===== src/rtl/ring_pattern_monitor.sv =====
// Receive-side checker for a rotating ring-counter word. It locks onto a nonzero seed,
// then checks that every sample is the right-rotation of the previous one.
module ring_pattern_monitor #(
  parameter int WIDTH      = 4,
  parameter int LOCK_COUNT = 2,
  parameter int CNT_W      = 8
) (
  input  logic                     clk,
  input  logic                     reset,
  input  logic                     in_valid,
  input  logic [WIDTH-1:0]         ring_in,
  input  logic                     clr_err,
  output logic                     locked,
  output logic                     err,
  output logic [$clog2(WIDTH)-1:0] phase,
  output logic                     wrap,
  output logic [CNT_W-1:0]         rev_cnt,
  output logic [WIDTH-1:0]         bad_pattern,
  output logic [WIDTH-1:0]         exp_next
);
  localparam int PW = $clog2(WIDTH);
  localparam int MW = $clog2(LOCK_COUNT + 1);

  typedef enum logic [1:0] {S_IDLE, S_ACQ, S_LOCK, S_ERR} state_t;

  state_t            state_q;
  logic [WIDTH-1:0]  prev_q, bad_q;
  logic [MW-1:0]     match_q;
  logic [PW-1:0]     phase_q;
  logic              wrap_q;
  logic [CNT_W-1:0]  rev_q;
  logic [WIDTH-1:0]  rot_prev;
  logic              hit, zero;

  assign rot_prev = {prev_q[0], prev_q[WIDTH-1:1]};
  assign hit      = (ring_in == rot_prev);
  assign zero     = (ring_in == '0);

  always_ff @(posedge clk or negedge reset) begin
    if (!reset) begin
      state_q <= S_IDLE;
      prev_q  <= '0;
      bad_q   <= '0;
      match_q <= '0;
      phase_q <= '0;
      wrap_q  <= 1'b0;
      rev_q   <= '0;
    end else begin
      wrap_q <= 1'b0;
      // A clear request leaves ERROR even when no sample is offered.
      if (clr_err && state_q == S_ERR) begin
        state_q <= S_IDLE;
      end else if (in_valid) begin
        unique case (state_q)
          S_IDLE: if (!zero) begin
            prev_q  <= ring_in;
            match_q <= '0;
            phase_q <= '0;
            state_q <= S_ACQ;
          end
          S_ACQ: begin
            if (hit) begin
              prev_q  <= ring_in;
              phase_q <= phase_q + PW'(1);
              match_q <= match_q + MW'(1);
              if (match_q + MW'(1) == MW'(LOCK_COUNT)) state_q <= S_LOCK;
            end else if (zero) begin
              state_q <= S_IDLE;
            end else begin
              prev_q  <= ring_in;
              phase_q <= '0;
              match_q <= '0;
            end
          end
          S_LOCK: begin
            if (hit) begin
              prev_q  <= ring_in;
              phase_q <= phase_q + PW'(1);
              if (phase_q == PW'(WIDTH - 1)) begin
                wrap_q <= 1'b1;
                if (rev_q != {CNT_W{1'b1}}) rev_q <= rev_q + CNT_W'(1);
              end
            end else if (zero) begin
              state_q <= S_IDLE;
            end else begin
              state_q <= S_ERR;
              bad_q   <= ring_in;
            end
          end
          S_ERR: if (zero) state_q <= S_IDLE;
          default: state_q <= S_IDLE;
        endcase
      end
    end
  end

  assign locked      = (state_q == S_LOCK);
  assign err         = (state_q == S_ERR);
  assign phase       = phase_q;
  assign wrap        = wrap_q;
  assign rev_cnt     = rev_q;
  assign bad_pattern = bad_q;
  assign exp_next    = (state_q == S_IDLE) ? '0 : rot_prev;
endmodule

===== config.mk =====
export PLATFORM = sky130hd
export DESIGN_NAME = ring_pattern_monitor
export DESIGN_NICKNAME = d
export VERILOG_FILES = /design/src/rtl/ring_pattern_monitor.sv
export SDC_FILE = /design/constraint.sdc
export NUM_CORES = 1
export LEC_CHECK = 0
export BUFFER_PORTS_ARGS = -buffer_cell sky130_fd_sc_hd__buf_4
export CORE_ASPECT_RATIO = 0.75
export CORE_MARGIN = 5
export CORE_UTILIZATION = 42
export CTS_BUF_LIST = sky130_fd_sc_hd__clkbuf_8
export DETAILED_ROUTE_END_ITERATION = 6
export PLACE_DENSITY_LB_ADDON = 0.3
export SYNTH_ARGS = -nofsm -noshare
export SYNTH_HDL_FRONTEND = slang
export SYNTH_SLANG_ARGS = --single-unit

===== constraint.sdc =====
create_clock -name clk -period 2.1 [get_ports clk]
set_clock_uncertainty 0.05 [all_clocks]
set_input_delay 0.21 -clock clk [delete_from_list [all_inputs] [get_ports clk]]
set_output_delay 0.21 -clock clk [all_outputs]
set_load 0.05 [all_outputs]

==> impl_metrics.ini <==
[outcome]
status = finished clean

[cts]
clk_pin_slew_ps = 80
cts_setup_buffers = 0
cts_sinks = 23
cts_resized = 0
cts_buffers = 3
clock_latency_ps = 260
htreeDepth = 1
root_buffer = clkbuf_8
cts_buffer_depth = 2
cts_tree = built

[yosys]
synth-async-reset-ratio_pct = 100
synth_nets = 134
synthDominantCellAreaShare_pct = 42.9
synth_edf_count = 0
synth_warnings = 0
ys_seq_area_share_pct = 42.9
ys_seq_elements = 23
synth_top_area_cell = dfrtp_1
synth_flop_cell = dfrtp_1
synth.avg_cell_area_um2 = 11.3
synth_area_leaders = dfrtp_1 (43%), ha_1 (6.5%), mux2_2 (5.9%)
netlist_area_mm2 = 0.00134
synth_cell_types = 38
synth_cells = 119

[place]
place.gp.congestion = 0.887
dp_hpwl_um = 2410
place_inst = 186
port_buffers = 28
pre_cts_slack_ps = 269

[drt]
via_per_inst = 5.60
wl_per_cell_um = 16.4
ant_nets = 0
drc_errors = 0
vias = 1070
drt_first_pass_iters = 5
drt_wl_total_um = 3140
drt-initial-drc-count = 35

[timing]
worst_slack_ps = 211
hold_violations = 0
finalCriticalPeriod_ps = 1890
worstMarginPinSlew_ps = 534
finalSetupViolations = 0
clock.fmax_ghz = 0.529
slew_violations = 0
whs_ps = 142
rsz0062_at_grt = false
timing.final.crit_share_pct = 89.9
slew_headroom_pct = 64.0
setup_tns_ps = 0

[setup_path]
startpoint_type = register
cp_max_fo = 13
worstSetupPathType = register to register
crit_required_ps = 2260
setup.worst_path.end_class = register
critical_path_arrival_ps = 2050

[final_layout]
layout_common_cells = buf_4 (31), dfrtp_1 (23), inv_1 (8)
final_common_cell = buf_4
syn_to_final_growth_pct = 24.1
diodes = 0
stdcell_count = 191
nets = 169
fin_util_pct = 55.5
fill_cells = 261
drive_gt1_share_pct = 33.3

[floorplanning]
die_y_um = 58.9
fp.dieArea_mm2 = 0.00444
top_level_ports = 29
die_w_um = 75.3
rows = 17
core_area_mm2 = 0.00300
start_util_pct = 44.7

[grt]
grt_max_degree = 24
track_usage_pct = 15.7
antenna_found_initial = 0
grt_pass1_vias = 1054
grt.overflow.total = 0
grt_pass1_wl_um = 5340

[flow_run]
drv_cap = 0

[power_and_ir_drop]
leakagePower_uw = 0.000841
vdd.ir_drop.worst_v = 0.000982
p_per_area_mw_per_mm2 = 1170

[worst_hold_path]
hold_path_class = input port to register
==> cells in the mapped netlist (all sizes together), types with 2 or more instances <==
cell    count
ha          7
nor2        4
nand3       6
nor3        5
o21ai       3
nor2b       4
a211o       2
a21oi       3
inv         7
or2         2
xnor2       4
a22o        5
dfrtp      23
nand4       2
nand2b      2
nand2       6
nor4        3
mux2        7
o22ai       2
xor2        7
a221oi      2
==> logic make-up (layout without fill, tap and decap cells) <==
logic type / count (synthesis) / after routing / share of synthesized area, %
AO/OA/AOI/OAI: 26 / 26 / 17.1
XOR/XNOR: 11 / 11 / 7.18
adder cells (fa/ha/maj): 7 / 7 / 6.53
buffers and inverters: 9 / 43 / 3.08
flip-flops: 23 / 23 / 42.9
multiplexers: 7 / 7 / 5.88
AND/OR/NAND/NOR: 36 / 36 / 17.4
==> worst paths after layout <==
check	start	to	slack, ps	cells after the start
setup / recovery	state_q[0]	state_q[1]	210	6
hold / removal	clr_err	state_q[0]	140	2
setup reg to reg	state_q[0]	state_q[1]	210	6
min in group asynchronous	reset	rev_cnt[3]	330	2
max in group asynchronous	reset	prev_q[3]	1440	2
hold reg to reg	rev_cnt[7]	rev_cnt[7]	460	1
==> where the power goes <==
group          switching [uW]  internal (uW)
clock network             131            130
logic                     677            388
registers                85.2            539
==> stage by stage <==
step                total power [uW]  cell area [um2]
detailed placement              1690             1610
finish                          1950             1660
global route                    2080             1660
CTS                             1970             1660
global placement                1660             1610
floorplan                       1400             1340
==> worst max-delay path, cell delays in order, from the launching register on <==
cell and delay, ps:
dfrtp_1 440, inv_1 120, ha_2 360, nor2_1 130, a221o_1 310, a221oi_1 230, mux2_2 200
==> routing by layer <==
metal	global-route usage (%)	wire [um]	vias to the layer above
met5	0	0	-
met4	2.99	19	0
met3	3.92	137	4
met2	23.6	1430	26
met1	23.1	1550	530
li1	-	-	510
==> repair_timing <==
| action | in CTS | in global routing |
|---|---|---|
| hold endpoints to repair | 23 | 0 |
| hold buffers | 1 | 0 |
| endpoints found under the setup margin | 0 | 0 |
==> state kept, by name (all words and copies together) (netlist names) <==
register	count
bad_pattern	4
match_q	2
prev_q	4
state_q	2
rev_cnt	8
wrap	1
phase	2
==> area by class of cell <==
cell class,instances,area [um2],share of cell area [%]
clock buffers,3,41.3,2.48
clock inverters,1,3.75,0.226
repair buffers,32,243,14.6
multi-input cells,87,727,43.7
inverters,7,26.3,1.58
flip-flops and latches,23,576,34.6
well taps,38,47.5,2.86
Note: power is estimated with default switching activity, not from simulation.
